## config.mk

```make
export PLATFORM = sky130hd
export DESIGN_NAME = span_loader
export DESIGN_NICKNAME = d
export VERILOG_FILES = /design/src/rtl/span_loader.sv
export SDC_FILE = /design/constraint.sdc
export NUM_CORES = 1
export LEC_CHECK = 0
export BUFFER_PORTS_ARGS = -buffer_cell sky130_fd_sc_hd__buf_2
export CAP_MARGIN = 40
export CORE_ASPECT_RATIO = 2
export CORE_MARGIN = 8
export CORE_UTILIZATION = 49
export CTS_CLUSTER_DIAMETER = 100
export DETAILED_ROUTE_END_ITERATION = 8
export PLACE_DENSITY = 0.78
export SLEW_MARGIN = 20
export SYNTH_ARGS = -nofsm -noshare
export SYNTH_HDL_FRONTEND = slang
export SYNTH_SLANG_ARGS = --single-unit
```

## constraint.sdc

```tcl
create_clock -name clk -period 1.56 [get_ports clk]
set_input_delay 0.156 -clock clk [delete_from_list [all_inputs] [get_ports clk]]
set_output_delay 0.156 -clock clk [all_outputs]
set_load 0.1 [all_outputs]
```

## src/rtl/span_loader.sv

```systemverilog
// Streams a 34-word parameter frame into the margin engine, waits for it to settle,
// reads back the initial margin and hands it off. Define SPAN_LOADER_POLL_EN to re-read until nonzero.
module span_loader #(
   parameter int SETTLE_CYCLES = 16,
   parameter int POLL_MAX      = 255
) (
   input  logic        clk,
   input  logic        reset,
   input  logic [15:0] in_data,
   input  logic        in_valid,
   output logic        in_ready,
   output logic [5:0]  offset,
   output logic [15:0] writeData,
   output logic        write,
   output logic        read,
   output logic        chipselect,
   input  logic [15:0] readData,
   output logic [15:0] margin_data,
   output logic        margin_valid,
   input  logic        margin_ready,
   output logic        margin_timeout,
   output logic        busy
);

   typedef enum logic [2:0] {LOAD, SETTLE, READ, CAPTURE, OUT, CLEAR} state_t;

   localparam logic [5:0] LAST_WORD    = 6'd33;
   localparam logic [5:0] CLEAR_OFFSET = 6'd63;
   localparam logic [7:0] SETTLE_LIMIT = SETTLE_CYCLES[7:0];

   state_t      state_q, state_d;
   logic [5:0]  count_q, count_d;
   logic [7:0]  settle_q, settle_d;
   logic        ready_q, ready_d;
   logic        cs_q, cs_d;
   logic        wr_q, wr_d;
   logic        rd_q, rd_d;
   logic [5:0]  offset_q, offset_d;
   logic [15:0] wdata_q, wdata_d;
   logic [15:0] mdata_q, mdata_d;
   logic        mvalid_q, mvalid_d;
   logic        accept;

`ifdef SPAN_LOADER_POLL_EN
   localparam logic [7:0] POLL_LIMIT = POLL_MAX[7:0];
   logic [7:0] poll_q, poll_d;
   logic       tmo_q, tmo_d;
`endif

   assign accept = in_valid & ready_q;

   always_comb begin
      state_d  = state_q;
      count_d  = count_q;
      settle_d = settle_q;
      cs_d     = 1'b0;
      wr_d     = 1'b0;
      rd_d     = 1'b0;
      offset_d = '0;
      wdata_d  = '0;
      mdata_d  = mdata_q;
`ifdef SPAN_LOADER_POLL_EN
      poll_d   = poll_q;
      tmo_d    = tmo_q;
`endif
      case (state_q)
         LOAD: begin
            if (accept) begin
               cs_d     = 1'b1;
               wr_d     = 1'b1;
               offset_d = count_q;
               wdata_d  = in_data;
               if (count_q == LAST_WORD) begin
                  count_d = '0;
                  state_d = SETTLE;
               end else begin
                  count_d = count_q + 6'd1;
               end
            end
         end
         SETTLE: begin
            // The cycle carrying the last write is counted as cycle 0 of the settle window.
            if (settle_q == SETTLE_LIMIT) begin
               settle_d = '0;
               state_d  = READ;
               cs_d     = 1'b1;
               rd_d     = 1'b1;
            end else begin
               settle_d = settle_q + 8'd1;
            end
         end
         READ: begin
            state_d = CAPTURE;
`ifdef SPAN_LOADER_POLL_EN
            poll_d  = poll_q + 8'd1;
`endif
         end
         CAPTURE: begin
            mdata_d = readData;
`ifdef SPAN_LOADER_POLL_EN
            if ((readData == 16'd0) && (poll_q < POLL_LIMIT)) begin
               state_d = READ;
               cs_d    = 1'b1;
               rd_d    = 1'b1;
            end else begin
               state_d = OUT;
               tmo_d   = (readData == 16'd0);
               poll_d  = '0;
            end
`else
            state_d = OUT;
`endif
         end
         OUT: begin
            if (margin_ready) begin
               state_d  = CLEAR;
               cs_d     = 1'b1;
               wr_d     = 1'b1;
               offset_d = CLEAR_OFFSET;
               wdata_d  = 16'd0;
`ifdef SPAN_LOADER_POLL_EN
               tmo_d    = 1'b0;
`endif
            end
         end
         CLEAR: begin
            state_d = LOAD;
         end
         default: begin
            state_d = LOAD;
         end
      endcase
      ready_d  = (state_d == LOAD);
      mvalid_d = (state_d == OUT);
   end

   always_ff @(posedge clk or negedge reset) begin
      if (!reset) begin
         state_q  <= LOAD;
         count_q  <= '0;
         settle_q <= '0;
         ready_q  <= 1'b0;
         cs_q     <= 1'b0;
         wr_q     <= 1'b0;
         rd_q     <= 1'b0;
         offset_q <= '0;
         wdata_q  <= '0;
         mdata_q  <= '0;
         mvalid_q <= 1'b0;
      end else begin
         state_q  <= state_d;
         count_q  <= count_d;
         settle_q <= settle_d;
         ready_q  <= ready_d;
         cs_q     <= cs_d;
         wr_q     <= wr_d;
         rd_q     <= rd_d;
         offset_q <= offset_d;
         wdata_q  <= wdata_d;
         mdata_q  <= mdata_d;
         mvalid_q <= mvalid_d;
      end
   end

`ifdef SPAN_LOADER_POLL_EN
   always_ff @(posedge clk or negedge reset) begin
      if (!reset) begin
         poll_q <= '0;
         tmo_q  <= 1'b0;
      end else begin
         poll_q <= poll_d;
         tmo_q  <= tmo_d;
      end
   end

   assign margin_timeout = tmo_q;
`else
   assign margin_timeout = 1'b0;
`endif

   assign in_ready     = ready_q;
   assign chipselect   = cs_q;
   assign write        = wr_q;
   assign read         = rd_q;
   assign offset       = offset_q;
   assign writeData    = wdata_q;
   assign margin_data  = mdata_q;
   assign margin_valid = mvalid_q;
   assign busy         = (state_q != LOAD) || (count_q != 6'd0);

endmodule

```

# == Word level (Yosys, flattened, before mapping) ==
# Cells that the tools add are included.
# Widths: inputs -> output; s select.
# op_classes
n_addsub,2
multipliers,0
n_div,0
magnitude_cmp,0
n_eq_ne,7
n_shift,0
n_mux,18
n_bitwise,1
n_reduce_logical,6
# op_table
operator,count
$mux 16,2
$mux 6,3
$pmux 3 s5,1
$mux 3,4
$pmux 6 s2,1
$add 8x1->8 const B,1
$eq 8x5->1 const B,1
$mux 8,1
$add 6x1->6 const B,1
$eq 3x2->1 const B,2
$eq 3x3->1 const B,2
$eq 6x6->1 const B,1
$logic_not 3->1,2
$reduce_bool 6->1,1
$mux 1,4
$eq 3x1->1 const B,1
$pmux 1 s3,1
$reduce_bool 3->1,1
$pmux 1 s2,1
$reduce_and 2->1,1
$and 1x1->1,1
$logic_or 1x1->1,1
# totals
ff_bits,60
latchBits,0
ramBits,0
mem_bits_ro,0
wordCells,45
mem_count,0

# == Longest topological paths before layout ==
# logic_depth
word_depth,5
depth_mapped,6
ltp_nobuf,5

# == Worst setup path before layout ==
# Ideal clock, no wire load.
# synth_timing
kind,register to output
from,reg state_q[1]
to,out busy
arrival_time_ns,1.625
required_ns,1.404
path_slack_ns,-0.221
stages_incl_launch_ff,4
n_path_buf,1
cell_sequence,dfrtp_1 -> buf_6 -> nor3_4 -> nand4b_1
# synth_between
elab_chain_len,2
# synth_lines
element,line,source
start: declaration,31,"state_t state_q, state_d;"
start signal: assignment,151,state_q <= state_d;
$reduce_bool 3->1,189,assign busy = (state_q != LOAD) || (count_q != 6'd0);
$logic_or 1x1->1,189,
end: declaration,22,output logic busy
# No other way between the ends.

# == Worst setup path in the final report ==
# layout_timing
from,reg state_q[0]
to,out busy
# Same word-level chain as after synthesis.

==> flow_metrics.env <==
export IMPL_io_buffer_count=79
export IMPL_drc=0
export IMPL_synthTopCellsByArea="dfrtp_1 (62%), mux2_2 (7.9%), and2_1 (4.2%)"
export IMPL_vias_per_cell=4.99
export IMPL_io_pins=81
export IMPL_final_core_util=0.670
export IMPL_nNetsFinal=326
export IMPL_seq_area_frac_synth=0.623
export IMPL_power_density_nw_per_um2=1880
export IMPL_post_route_min_period_ns=1.62
export IMPL_track_usage=0.156
export IMPL_skew_ns=0.00465
export IMPL_syn_inst=187
export IMPL_row_count=36
export IMPL_cts_root_buf="clkbuf_8"
export IMPL_design_die_area_um2=7550
export IMPL_htree_levels=3
export IMPL_first_iter_violations=44
export IMPL_synth_area_um2=2410
export IMPL_setup_viol=1
export IMPL_die_w_um=65.6
export IMPL_place_congestion=0.756
export IMPL_clock_latency_ns=0.32
export IMPL_grt_pass1_wl_um=8960
export IMPL_antenna_found_initial=0
export IMPL_leakage_uw=0.00172
export IMPL_peakVddDrop_v=0.00191
export IMPL_ys_ff_latch=60
export IMPL_via_count=1730
export IMPL_overflow=0
export IMPL_synthDistinctLibCells=37
export IMPL_holdCritPathClass="in2reg"
export IMPL_drive_above_1_share=0.490
export IMPL_fin_crit_sh=1.04
export IMPL_coreArea_um2=4820
export IMPL_cp_max_fo=3
export IMPL_slew_viol_final=0
export IMPL_end_kind="primary output"
export IMPL_rsz0062_at_grt="yes"
export IMPL_start_kind="register"
export IMPL_cts_sinks=60
export IMPL_dp_cells=326
export IMPL_wl_per_cell_um=15.7
export IMPL_antenna_left=0
export IMPL_violations="setup timing"
export IMPL_final_cells=347
export IMPL_finalSetupTns_ns=-0.0560
export IMPL_synth_top_area_share=0.623
export IMPL_post_synth_cell_area_avg_um2=12.9
export IMPL_hold_viol=0
export IMPL_fmax_mhz=619
export IMPL_first_pass_iters=4
export IMPL_status="finished, violations left"
export IMPL_clockBufferDepth=2
export IMPL_syn_nets=228
export IMPL_grt_max_degree=61
export IMPL_dpl_hpwl_um=3900
export IMPL_crit_type="reg2out"
export IMPL_synth_top_cell_by_area="dfrtp_1"
export IMPL_post_route_worst_setup_slack_ns=-0.0560
export IMPL_first_global_vias=1900
export IMPL_cts_buffers=9
export IMPL_start_util=0.500
export IMPL_wirelength_um=5440
export IMPL_cts_tree="done"
export IMPL_syn_to_final_growth_pct=34.0
export IMPL_num_antenna_cells=0
export IMPL_worstPathRequired_ns=1.40
export IMPL_die_h_um=115
export IMPL_cap_violations=0
export IMPL_yosysWarnings=0
export IMPL_arrival_ns=1.46
export IMPL_clk_pin_slew_ns=0.07
[flip-flops by register name (all words and copies together) (netlist names)]
name / cells
margin_data: 16
offset: 6
state_q: 3
margin_valid: 1
settle_q: 8
read: 1
chipselect: 1
writeData: 16
in_ready: 1
count_q: 6
write: 1
[critical path, stage by stage (launching register included)]
cell      delay [ns]
dfrtp_2         0.43
nor3_4          0.22
buf_6           0.13
nand4b_1        0.15
buf_12          0.21
[metrics by stage]
step	hold WS, ns	total power (uW)	instance area (um2)	setup WS (ns)
2_1_floorplan	-0.140	4000	2410	-0.213
4_1_cts	0.0145	6050	3190	-0.0672
3_3_place_gp	0.179	4510	2930	0.0879
6_report	0.0287	6060	3230	-0.0560
5_1_grt	0.0154	6350	3230	-0.111
3_5_place_dp	0.182	4560	2930	0.0118
[area by class of cell]
type	count	area [um2]
clock inverter	3	45.0
sequential	60	1510
tap	57	71.3
inverter	5	18.8
timing repair buffer	96	564
fill	365	1590
multi-input combinational	113	861
clock buffer	13	159
[per-layer routing]
layer	GRT usage	wire length [um]
met1	0.144	1850
met2	0.282	3130
met3	0.0537	341
met4	0.0894	120
met5	0	0
[cells in the mapped netlist]
cell and n:
a21o_1 6, a21oi_1 1, a21oi_2 1, a31oi_1 2, and2_1 16, and3_1 3
buf_2 2, buf_4 3, buf_6 2, clkbuf_1 2, conb_1 1, dfrtp_1 60
ha_1 5, inv_1 5, mux2_2 17, nand2_1 13, nand2b_1 1, nand3_1 7
nand3_2 1, nand3b_2 1, nand4_1 4, nand4b_1 1, nor2_1 6, nor2b_1 1
nor3_1 1, nor3_2 1, nor3_4 1, nor3b_1 1, nor4b_2 1, o21ai_0 8
o221ai_1 1, o22a_1 1, o31ai_1 1, or2_1 2, or3b_1 1, or3b_4 1
xnor2_1 6
[where the power goes]
group	internal, uW	total, uW	switching, uW
Clock	826	1410	584
Combinational	634	2590	1960
Sequential	1850	2060	218
Total	3310	6060	2760
[placed cells by master (no fill, tap or decap), types with 6 or more instances in the layout]
cell type  count
buf_2         78
dfrtp_1       55
mux2_2        17
and2_1        16
nand2_1       13
buf_4         12
clkbuf_8      11
o21ai_0        8
nand3_1        7
a21o_1         6
xnor2_1        6
[cells by family (layout without fill, tap and decap cells)]
| kind of cell | count (synthesis) | in the layout | synth area share |
|---|---|---|---|
| adder cells (fa/ha/maj) | 5 | 5 | 0.0260 |
| AND/OR/NAND/NOR | 63 | 63 | 0.157 |
| XOR/XNOR | 6 | 6 | 0.0218 |
| other | 1 | 1 | 0.00156 |
| AO/OA/AOI/OAI | 21 | 21 | 0.0566 |
| multiplexers | 17 | 17 | 0.0795 |
| buffers and inverters | 14 | 117 | 0.0338 |
| flip-flops | 60 | 60 | 0.623 |
[final timing paths]
check	startpoint	end	slack (ns)	depth (start not counted)
setup / recovery	state_q[0]$_DFF_PN0_	busy	-0.06	4
hold / removal	in_data[7]	writeData[7]$_DFF_PN0_	0.03	2
setup reg to reg	state_q[1]$_DFF_PN0_	settle_q[7]$_DFFE_PN0P_	0.02	5
hold reg to reg	margin_data[8]$_DFFE_PN0N_	margin_data[8]$_DFFE_PN0N_	0.50	1
max in group asynchronous	reset	state_q[2]$_DFF_PN0_	0.94	3
min in group asynchronous	reset	offset[3]$_DFF_PN0_	0.35	3
[what timing repair did]
action | 4_1_cts | 5_1_grt
hold endpoints to repair | 60 | 0
gates resized for setup | 6 | 8
setup endpoints to repair | 1 | 25
hold buffers | 1 | 0
setup buffers | 3 | 1
pin swaps | 1 | 1
(Power assumes the default switching activity.)
